==> config.mk <==
export PLATFORM = sky130hd
export DESIGN_NAME = tl_sram_arbiter
export DESIGN_NICKNAME = d
export VERILOG_FILES = /design/src/rtl/tl_sram_arbiter.sv
export SDC_FILE = /design/constraint.sdc
export NUM_CORES = 1
export LEC_CHECK = 0
export CAP_MARGIN = 25
export CORE_AREA = 2 2 137 139
export CTS_BUF_LIST = sky130_fd_sc_hd__clkbuf_8
export CTS_CLUSTER_SIZE = 12
export DETAILED_ROUTE_END_ITERATION = 8
export DIE_AREA = 0 0 139 141
export MAX_ROUTING_LAYER = met4
export PLACE_DENSITY = 0.53
export SLEW_MARGIN = 10
export SYNTH_ARGS = -nofsm -noshare
export SYNTH_HDL_FRONTEND = slang
export SYNTH_SLANG_ARGS = --single-unit
==> constraint.sdc <==
create_clock -name arb_clock_i -period 6.15 [get_ports arb_clock_i]
set_input_delay 0.615 -clock arb_clock_i [delete_from_list [all_inputs] [get_ports arb_clock_i]]
set_output_delay 0.615 -clock arb_clock_i [all_outputs]
set_load 0.02 [all_outputs]
==> src/rtl/tl_sram_arbiter.sv <==
// Two-master TileLink UL/UH arbiter in front of one SRAM slave port.
// Round-robin, message-granular A arbitration; D routed back by the top source bit.
module tl_sram_arbiter #(
    parameter int TL_RS = 4,
    parameter int TL_AW = 16
) (
    input  logic             arb_clock_i,
    input  logic             arb_reset_i,

    input  logic [2:0]       m0_a_opcode,
    input  logic [2:0]       m0_a_param,
    input  logic [3:0]       m0_a_size,
    input  logic [TL_RS-1:0] m0_a_source,
    input  logic [TL_AW-1:0] m0_a_address,
    input  logic [3:0]       m0_a_mask,
    input  logic [31:0]      m0_a_data,
    input  logic             m0_a_corrupt,
    input  logic             m0_a_valid,
    output logic             m0_a_ready,
    output logic [2:0]       m0_d_opcode,
    output logic [1:0]       m0_d_param,
    output logic [3:0]       m0_d_size,
    output logic [TL_RS-1:0] m0_d_source,
    output logic             m0_d_denied,
    output logic [31:0]      m0_d_data,
    output logic             m0_d_corrupt,
    output logic             m0_d_valid,
    input  logic             m0_d_ready,

    input  logic [2:0]       m1_a_opcode,
    input  logic [2:0]       m1_a_param,
    input  logic [3:0]       m1_a_size,
    input  logic [TL_RS-1:0] m1_a_source,
    input  logic [TL_AW-1:0] m1_a_address,
    input  logic [3:0]       m1_a_mask,
    input  logic [31:0]      m1_a_data,
    input  logic             m1_a_corrupt,
    input  logic             m1_a_valid,
    output logic             m1_a_ready,
    output logic [2:0]       m1_d_opcode,
    output logic [1:0]       m1_d_param,
    output logic [3:0]       m1_d_size,
    output logic [TL_RS-1:0] m1_d_source,
    output logic             m1_d_denied,
    output logic [31:0]      m1_d_data,
    output logic             m1_d_corrupt,
    output logic             m1_d_valid,
    input  logic             m1_d_ready,

    output logic [2:0]       s_a_opcode,
    output logic [2:0]       s_a_param,
    output logic [3:0]       s_a_size,
    output logic [TL_RS:0]   s_a_source,
    output logic [TL_AW-1:0] s_a_address,
    output logic [3:0]       s_a_mask,
    output logic [31:0]      s_a_data,
    output logic             s_a_corrupt,
    output logic             s_a_valid,
    input  logic             s_a_ready,
    input  logic [2:0]       s_d_opcode,
    input  logic [1:0]       s_d_param,
    input  logic [3:0]       s_d_size,
    input  logic [TL_RS:0]   s_d_source,
    input  logic             s_d_denied,
    input  logic [31:0]      s_d_data,
    input  logic             s_d_corrupt,
    input  logic             s_d_valid,
    output logic             s_d_ready
);

    typedef enum logic [1:0] {IDLE, OWN0, OWN1} state_t;

    state_t      state;
    logic        prio;
    logic [10:0] beats;
    logic        grant;
    logic        a_fire;
    logic [10:0] msg_beats;
    logic        sel;

    // Data-carrying opcodes (Put*/Arithmetic/Logical) span 2^(size-2) beats on the 32-bit bus.
    function automatic logic [10:0] beat_count(input logic [2:0] opcode, input logic [3:0] size);
        if (opcode < 3'd4 && size >= 4'd3 && size <= 4'd12)
            return 11'd1 << (size - 4'd2);
        return 11'd1;
    endfunction

    always_comb begin
        grant = 1'b0;
        case (state)
            OWN0:    grant = 1'b0;
            OWN1:    grant = 1'b1;
            default: grant = (m0_a_valid && m1_a_valid) ? prio : m1_a_valid;
        endcase
    end

    assign s_a_opcode  = grant ? m1_a_opcode  : m0_a_opcode;
    assign s_a_param   = grant ? m1_a_param   : m0_a_param;
    assign s_a_size    = grant ? m1_a_size    : m0_a_size;
    assign s_a_source  = {grant, grant ? m1_a_source : m0_a_source};
    assign s_a_address = grant ? m1_a_address : m0_a_address;
    assign s_a_mask    = grant ? m1_a_mask    : m0_a_mask;
    assign s_a_data    = grant ? m1_a_data    : m0_a_data;
    assign s_a_corrupt = grant ? m1_a_corrupt : m0_a_corrupt;
    assign s_a_valid   = !arb_reset_i && (grant ? m1_a_valid : m0_a_valid);
    assign m0_a_ready  = !arb_reset_i && s_a_ready && !grant;
    assign m1_a_ready  = !arb_reset_i && s_a_ready && grant;

    assign a_fire    = s_a_valid && s_a_ready;
    assign msg_beats = beat_count(s_a_opcode, s_a_size);

    // A message that is presented but not yet accepted still locks the grant,
    // so the slave never sees its fields change under a stalled valid.
    always_ff @(posedge arb_clock_i) begin
        if (arb_reset_i) begin
            state <= IDLE;
            prio  <= 1'b0;
            beats <= 11'd0;
        end else begin
            case (state)
                IDLE: begin
                    if (s_a_valid) begin
                        if (!s_a_ready) begin
                            state <= grant ? OWN1 : OWN0;
                            beats <= msg_beats;
                        end else if (msg_beats == 11'd1) begin
                            prio <= !grant;
                        end else begin
                            state <= grant ? OWN1 : OWN0;
                            beats <= msg_beats - 11'd1;
                        end
                    end
                end
                OWN0, OWN1: begin
                    if (a_fire) begin
                        if (beats == 11'd1) begin
                            state <= IDLE;
                            prio  <= !grant;
                            beats <= 11'd0;
                        end else begin
                            beats <= beats - 11'd1;
                        end
                    end
                end
                default: state <= IDLE;
            endcase
        end
    end

    assign sel = s_d_source[TL_RS];

    assign m0_d_valid   = !arb_reset_i && s_d_valid && !sel;
    assign m1_d_valid   = !arb_reset_i && s_d_valid && sel;
    assign s_d_ready    = !arb_reset_i && (sel ? m1_d_ready : m0_d_ready);

    assign m0_d_opcode  = s_d_opcode;
    assign m0_d_param   = s_d_param;
    assign m0_d_size    = s_d_size;
    assign m0_d_source  = s_d_source[TL_RS-1:0];
    assign m0_d_denied  = s_d_denied;
    assign m0_d_data    = s_d_data;
    assign m0_d_corrupt = s_d_corrupt;
    assign m1_d_opcode  = s_d_opcode;
    assign m1_d_param   = s_d_param;
    assign m1_d_size    = s_d_size;
    assign m1_d_source  = s_d_source[TL_RS-1:0];
    assign m1_d_denied  = s_d_denied;
    assign m1_d_data    = s_d_data;
    assign m1_d_corrupt = s_d_corrupt;

endmodule
==> impl_metrics.py, run 1 <==
metrics = {
    "run_status": {
        "outcome": "complete, no violations",
    },
    "synthesis": {
        "syn-cell-area_um2": 3132,
        "yosysWarnings": 0,
        "synthSimpleGateAreaFrac": 0.3951,
        "synthFlopType": "dfxtp_1",
        "synth_common_cells": "nand2_1 (206), buf_4 (95), nor2_1 (33)",
        "synth_mux_area_frac": 0.06113,
        "async_reset_ff_frac": 0,
        "syn-num-nets": 725,
        "synth-edff-count": 0,
        "ys_seq_area_frac": 0.08949,
        "ys_ff_latch": 14,
        "synth_xor_area_frac": 0.008390,
        "synth_compound_area_frac": 0.1426,
        "synth_top_family_by_area": "simple AND/OR/NAND/NOR gates",
        "yosysTopAreaCellShare": 0.2469,
        "synth_area_leaders": "nand2_1 (25%), buf_4 (23%), dfxtp_1 (8.9%)",
        "yosys.cell_count.top_type": "nand2_1",
        "synth_fa_ha_area_frac": 0.02797,
        "syn-instance-count": 528,
        "yosysTopAreaCell": "nand2_1",
        "postSynthAreaPerCell_um2": 5.931,
        "ys_types": 53,
    },
    "detailed_routing": {
        "viasPerCell": 4.167,
        "drc": 0,
        "avgRoutedWirePerCell_um": 15.15,
        "antenna_left": 0,
        "drt_iter0_drc": 174,
        "dr.pass1.iters": 4,
        "vias": 3609,
        "drt_wl_total_mm": 13.12,
    },
    "sta": {
        "period_needed_ns": 4.921,
        "skew_ns": 0.002567,
        "hold_viol_final": 0,
        "drv_slew": 0,
        "rsz0062_at_grt": "no",
        "setup_violations": 0,
        "relSlewSlack": 0.4517,
        "tightestPinTransition_ns": 0.8199,
        "fin_ws_ns": 1.229,
        "setup_tns_ns": 0,
        "min_period_over_period": 0.8001,
        "fmax_mhz": 203.2,
    },
    "cells_and_area": {
        "syn_to_final_growth_pct": 54.57,
        "final_util": 0.2650,
        "final_area_um2": 4841,
        "multiInputGateArea_um2": 1989,
        "fillerInstances": 2038,
        "antenna_cells": 0,
        "layout-drive-gt1-share": 0.03956,
        "regArea_um2": 280.3,
        "nets": 831,
    },
    "floorplanning": {
        "die_area_um2": 19600,
        "die_w_um": 139,
        "start_util": 0.1714,
        "ios": 358,
        "die_y_um": 141,
        "core_area_um2": 18270,
        "core.rowCount": 50,
    },
    "global_routing": {
        "antenna_found_initial": 0,
        "grt_overflow": 0,
        "grt_first_pass_wirelength_mm": 19.89,
        "grt_pass1_vias": 3514,
        "grtUsageTotal": 0.1287,
        "grt_max_degree": 71,
    },
    "critical_path": {
        "crit_top_cell": "ha_1",
        "endpoint_kind": "flip-flop",
        "max_stage_delay_ns": 0.63,
        "cp_cell_sequence": "inv_1, ha_1, nand2b_4, o21a_4, inv_2, mux2_2, inv_1, ha_1, nand2_1, mux2_2, or2_2, ha_1, and3_1, o31a_1, or2_1, or3_4, o211ai_2",
        "r2r_slack_ns": 1.23,
        "crit_fanout": 16,
        "critPathLaunchType": "flip-flop",
        "cp.arrival_ns": 5.09,
        "cp.required_ns": 6.32,
        "crit_type": "reg -> reg",
        "cp_slowest_cell": "ha_1",
    },
    "hold_path": {
        "hold_path.class": "reg -> reg",
    },
    "placement": {
        "placed_area_um2": 4792,
        "io_buffer_count": 216,
        "gp_congestion": 0.8016,
        "place_hpwl_mm": 10.61,
        "dp_slack_ns": 1.091,
    },
    "pwr": {
        "powerDensity_nw_per_um2": 294.7,
        "vdd_drop_max_mv": 0.1323,
        "p_leak_uw": 0.002060,
    },
    "flow_run": {
        "maxCapViolCount": 0,
    },
    "clock_tree": {
        "path_clk_slew_ns": 0.06,
        "worst_skew_pair.late_latency_ns": 0.24,
        "cts_root_buf": "clkbuf_8",
        "clock-sinks": 14,
        "postCtsSetupBuffers": 0,
        "post_cts_resized": 0,
        "cts_hold_buf": 0,
        "cts_tree": "built",
        "cts_inserted_buffers": 3,
        "clockBufferDepth": 2,
        "cts_max_level": 1,
    },
}
## sequential cells by signal (all words and copies together) (netlist names)
| name | cells |
|---|---|
| state | 2 |
| beats | 11 |
| prio | 1 |
## critical path: cells and delay by family, from the launching register on
kind                     cells  cell delay [ns]
AO/OA/AOI/OAI                3             0.55
adder cells (fa/ha/maj)      3             1.35
buffers and inverters        3             0.20
flip-flops                   1             0.34
multiplexers                 2             0.62
AND/OR/NAND/NOR              6             1.78
## cells by family after synthesis
family,Yosys count
buffers and inverters,132
AND/OR/NAND/NOR,291
multiplexers,15
adder cells (fa/ha/maj),7
XOR/XNOR,3
flip-flops,14
AO/OA/AOI/OAI,66
## cells in the final DEF, fill, tap and decap left out, types with 2 or more instances in the layout
cell type        netlist  routed
a211oi_1               2       2
a21oi_1               14      14
a221oi_1               3       3
and2_1                 4       4
and3_1                 2       2
buf_4                 95       3
clkbuf_8               0       3
clkdlybuf4s50_1        0     216
dfxtp_1               14      14
ha_1                   7       7
inv_1                 12      12
inv_2                  2       2
mux2_2                 3       3
mux2i_1                9       9
mux4_2                 2       2
nand2_1              206     206
nand2b_1               6       6
nand3_1                6       6
nor2_1                33      33
nor2b_1                4       4
nor3_1                 6       6
nor3b_1                3       3
nor4_1                 4       4
o211ai_1               3       3
o211ai_2               3       3
o21a_1                 4       4
o21ai_0               15      15
o21ai_1                9       9
o31a_1                 2       2
o32ai_1                2       2
or2_2                  3       3
or3_1                  6       6
xnor2_1                2       2
## final timing paths
| kind | start | to | depth (start not counted) |
|---|---|---|---|
| max | state[1] | beats[3] | 17 |
| min reg2reg | state[0] | state[0] | 2 |
| min | state[0] | state[0] | 2 |
| max reg2reg | state[1] | beats[3] | 17 |
## report_power, final
group / switching (uW) / internal, uW
logic: 680 / 523
clock network: 32.7 / 43.3
registers: 25.9 / 122
## layout make-up
type,instances,share of cell area
well taps,234,0.06048
repair buffers,219,0.4513
multi-input cells,382,0.4110
clock buffers,3,0.008529
flip-flops and latches,14,0.05790
inverters,14,0.01086
## metal layers
layer / vias up / track usage / wire length (um)
met4: 0 / 0.02977 / 289
met2: 161 / 0.2033 / 5914
li1: 1827 / - / -
met3: 43 / 0.04416 / 1365
met5: - / - / 0
met1: 1578 / 0.1590 / 5554
## stage by stage
step | total power [uW] | hold slack, ns | cells
final | 1427 | 0.4758 | 866
after global routing | 1554 | 0.5270 | 866
after CTS | 1431 | 0.4799 | 865
after detailed placement | 1349 | 0.4712 | 862
after global placement | 1356 | 0.4670 | 862
after floorplan | 960.5 | 0.4539 | 528
Note: power is estimated with default switching activity, not from simulation.
==> inputs of run 2 (changes only) <==
--- a/config.mk
+++ b/config.mk
@@ -12,7 +12,7 @@
 export DETAILED_ROUTE_END_ITERATION = 8
 export DIE_AREA = 0 0 139 141
 export MAX_ROUTING_LAYER = met4
-export PLACE_DENSITY = 0.53
+export PLACE_DENSITY = 0.55
 export SLEW_MARGIN = 10
 export SYNTH_ARGS = -nofsm -noshare
 export SYNTH_HDL_FRONTEND = slang
==> constraint.sdc (replaced) <==
create_clock -name arb_clock_i -period 4.48 [get_ports arb_clock_i]
set_input_delay 0.448 -clock arb_clock_i [delete_from_list [all_inputs] [get_ports arb_clock_i]]
set_output_delay 0.448 -clock arb_clock_i [all_outputs]
set_load 0.02 [all_outputs]
==> run 2 against run 1 <==
  * Hold slack lost 0.0017 ns
  * Via count shrank 1.2%
  * Power grew 40%
  * Final cell count grew 1.7%
  * Combinational power grew 39%
  * Clock skew shrank 0.0019 ns
  * Fmax grew 22%
  * Non-clock buffer count grew 11
  * Count of clock-buffer cells in the layout grew 1
  * Critical path depth grew 2
  * Clock power grew 66%
  * Wire length shrank 2.4%
  * Critical endpoint is now beats[1]
  * Highest routed layer unchanged
==> impl_metrics.py, run 2 (same netlist as run 1, synthesis figures left out) <==
metrics = {
    "run_status": {
        "outcome": "complete, no violations",
    },
    "floorplanning": {
        "start_util": 0.1714,
        "core.rowCount": 50,
        "die_w_um": 139,
        "core_area_um2": 18270,
        "die_area_um2": 19600,
        "die_y_um": 141,
        "ios": 358,
    },
    "global_routing": {
        "grt_max_degree": 70,
        "grt_overflow": 0,
        "grtUsageTotal": 0.1271,
        "grt_pass1_vias": 3382,
        "antenna_found_initial": 3,
        "grt_first_pass_wirelength_mm": 19.64,
    },
    "clock_tree": {
        "cts_max_level": 1,
        "cts_tree": "built",
        "cts_inserted_buffers": 3,
        "clock-sinks": 14,
        "cts_hold_buf": 0,
        "post_cts_resized": 0,
        "path_clk_slew_ns": 0.06,
        "postCtsSetupBuffers": 0,
        "clockBufferDepth": 2,
        "cts_root_buf": "clkbuf_8",
        "worst_skew_pair.late_latency_ns": 0.25,
    },
    "placement": {
        "place_hpwl_mm": 10.59,
        "dp_slack_ns": 0.2052,
        "gp_congestion": 0.9118,
        "placed_area_um2": 4882,
        "io_buffer_count": 216,
    },
    "sta": {
        "setup_tns_ns": 0,
        "fin_ws_ns": 0.4396,
        "fmax_mhz": 247.5,
        "hold_viol_final": 0,
        "period_needed_ns": 4.040,
        "min_period_over_period": 0.9019,
        "relSlewSlack": 0.5090,
        "rsz0062_at_grt": "no",
        "setup_violations": 0,
        "drv_slew": 0,
        "skew_ns": 0.0006579,
        "tightestPinTransition_ns": 0.7364,
    },
    "detailed_routing": {
        "drt_iter0_drc": 127,
        "dr.pass1.iters": 4,
        "antenna_left": 0,
        "drc": 0,
        "drt_wl_total_mm": 12.81,
        "avgRoutedWirePerCell_um": 14.54,
        "vias": 3567,
        "viasPerCell": 4.049,
    },
    "cells_and_area": {
        "nets": 842,
        "multiInputGateArea_um2": 1989,
        "fillerInstances": 2013,
        "largest_reg_flops": 11,
        "layout-drive-gt1-share": 0.05745,
        "top_regs": "beats (11), state (2), prio (1)",
        "layout_common_cells": "clkdlybuf4s50_1 (216), nand2_1 (206), nor2_1 (33)",
        "syn_to_final_growth_pct": 57.89,
        "layout_commonest_cell": "clkdlybuf4s50_1",
        "regMostFlops": "beats",
        "regArea_um2": 280.3,
        "final_area_um2": 4945,
    },
    "critical_path": {
        "endpoint_kind": "flip-flop",
        "cp.arrival_ns": 4.22,
        "critPathLaunchType": "flip-flop",
        "cp.required_ns": 4.66,
        "crit_fanout": 9,
        "crit_type": "reg -> reg",
    },
    "flow_run": {
        "maxCapViolCount": 0,
    },
    "pwr": {
        "vdd_drop_max_mv": 0.1743,
        "p_leak_uw": 0.002120,
        "p_total_uw": 2001,
        "powerDensity_nw_per_um2": 404.7,
    },
    "hold_path": {
        "hold_path.class": "reg -> reg",
    },
}
run 2: cell types whose count changed in the layout (fill, tap and decap cells not counted), sizes merged:
cell and change:
buf +11, clkbuf +1, diode +3
run 2: final cells by class:
class / count / share of cell area
timing repair buffer: 230 / 0.4585
multi-input combinational: 382 / 0.4023
tap: 234 / 0.05921
sequential: 14 / 0.05668
clock buffer: 4 / 0.01113
inverter: 14 / 0.01063
antenna: 3 / 0.001518
run 2: metal layers:
metal	global-route usage	part of all wire	wire length (um)	vias up
li1	-	-	-	1855
met1	0.1484	0.39	5053	1512
met2	0.2025	0.46	5832	163
met3	0.05842	0.13	1728	37
met4	0.02499	0.015	196	0
met5	-	0	0	-
run 2: worst max-delay path, stage by stage, from the launching register on:
cell,delay [ns]
dfxtp_1,0.32
inv_1,0.06
ha_1,0.32
nand2b_4,0.16
o21a_4,0.21
inv_2,0.07
mux2_2,0.34
inv_1,0.08
ha_1,0.19
inv_1,0.07
mux4_2,0.34
a311oi_2,0.29
inv_1,0.07
ha_1,0.18
and3_1,0.17
o31a_1,0.18
or2_1,0.33
buf_4,0.21
a221o_1,0.26
a21oi_1,0.13
run 2: power by group:
group,leakage [uW],switching (uW),total (uW),internal [uW]
Clock,0.0000288,48.3,126,77.9
Combinational,0.00198,924,1670,747
Sequential,0.000114,36.4,204,168
run 2: worst paths after layout:
path | from | endpoint | slack [ns] | depth (start not counted)
worst max-delay path | state[0] | beats[1] | 0.44 | 19
worst min-delay path | state[0] | state[0] | 0.47 | 2
worst max register to register | state[0] | beats[1] | 0.44 | 19
worst min register to register | state[0] | state[0] | 0.47 | 2
run 2: per-stage QoR:
stage / hold slack (ns) / utilization / std cells
2_1_floorplan: 0.4539 / - / 528
3_3_place_gp: 0.4688 / 0.2673 / 874
3_5_place_dp: 0.4743 / 0.2673 / 874
4_1_cts: 0.4832 / 0.2703 / 878
5_1_grt: 0.5208 / 0.2707 / 881
6_report: 0.4741 / 0.2707 / 881
==> inputs of run 3 (changes only) <==
--- a/config.mk
+++ b/config.mk
@@ -5,7 +5,6 @@
 export SDC_FILE = /design/constraint.sdc
 export NUM_CORES = 1
 export LEC_CHECK = 0
-export CAP_MARGIN = 25
 export CORE_AREA = 2 2 137 139
 export CTS_BUF_LIST = sky130_fd_sc_hd__clkbuf_8
 export CTS_CLUSTER_SIZE = 12
==> results of run 3 <==
No change in the layout: final DEF, timing and power equal those of run 2.
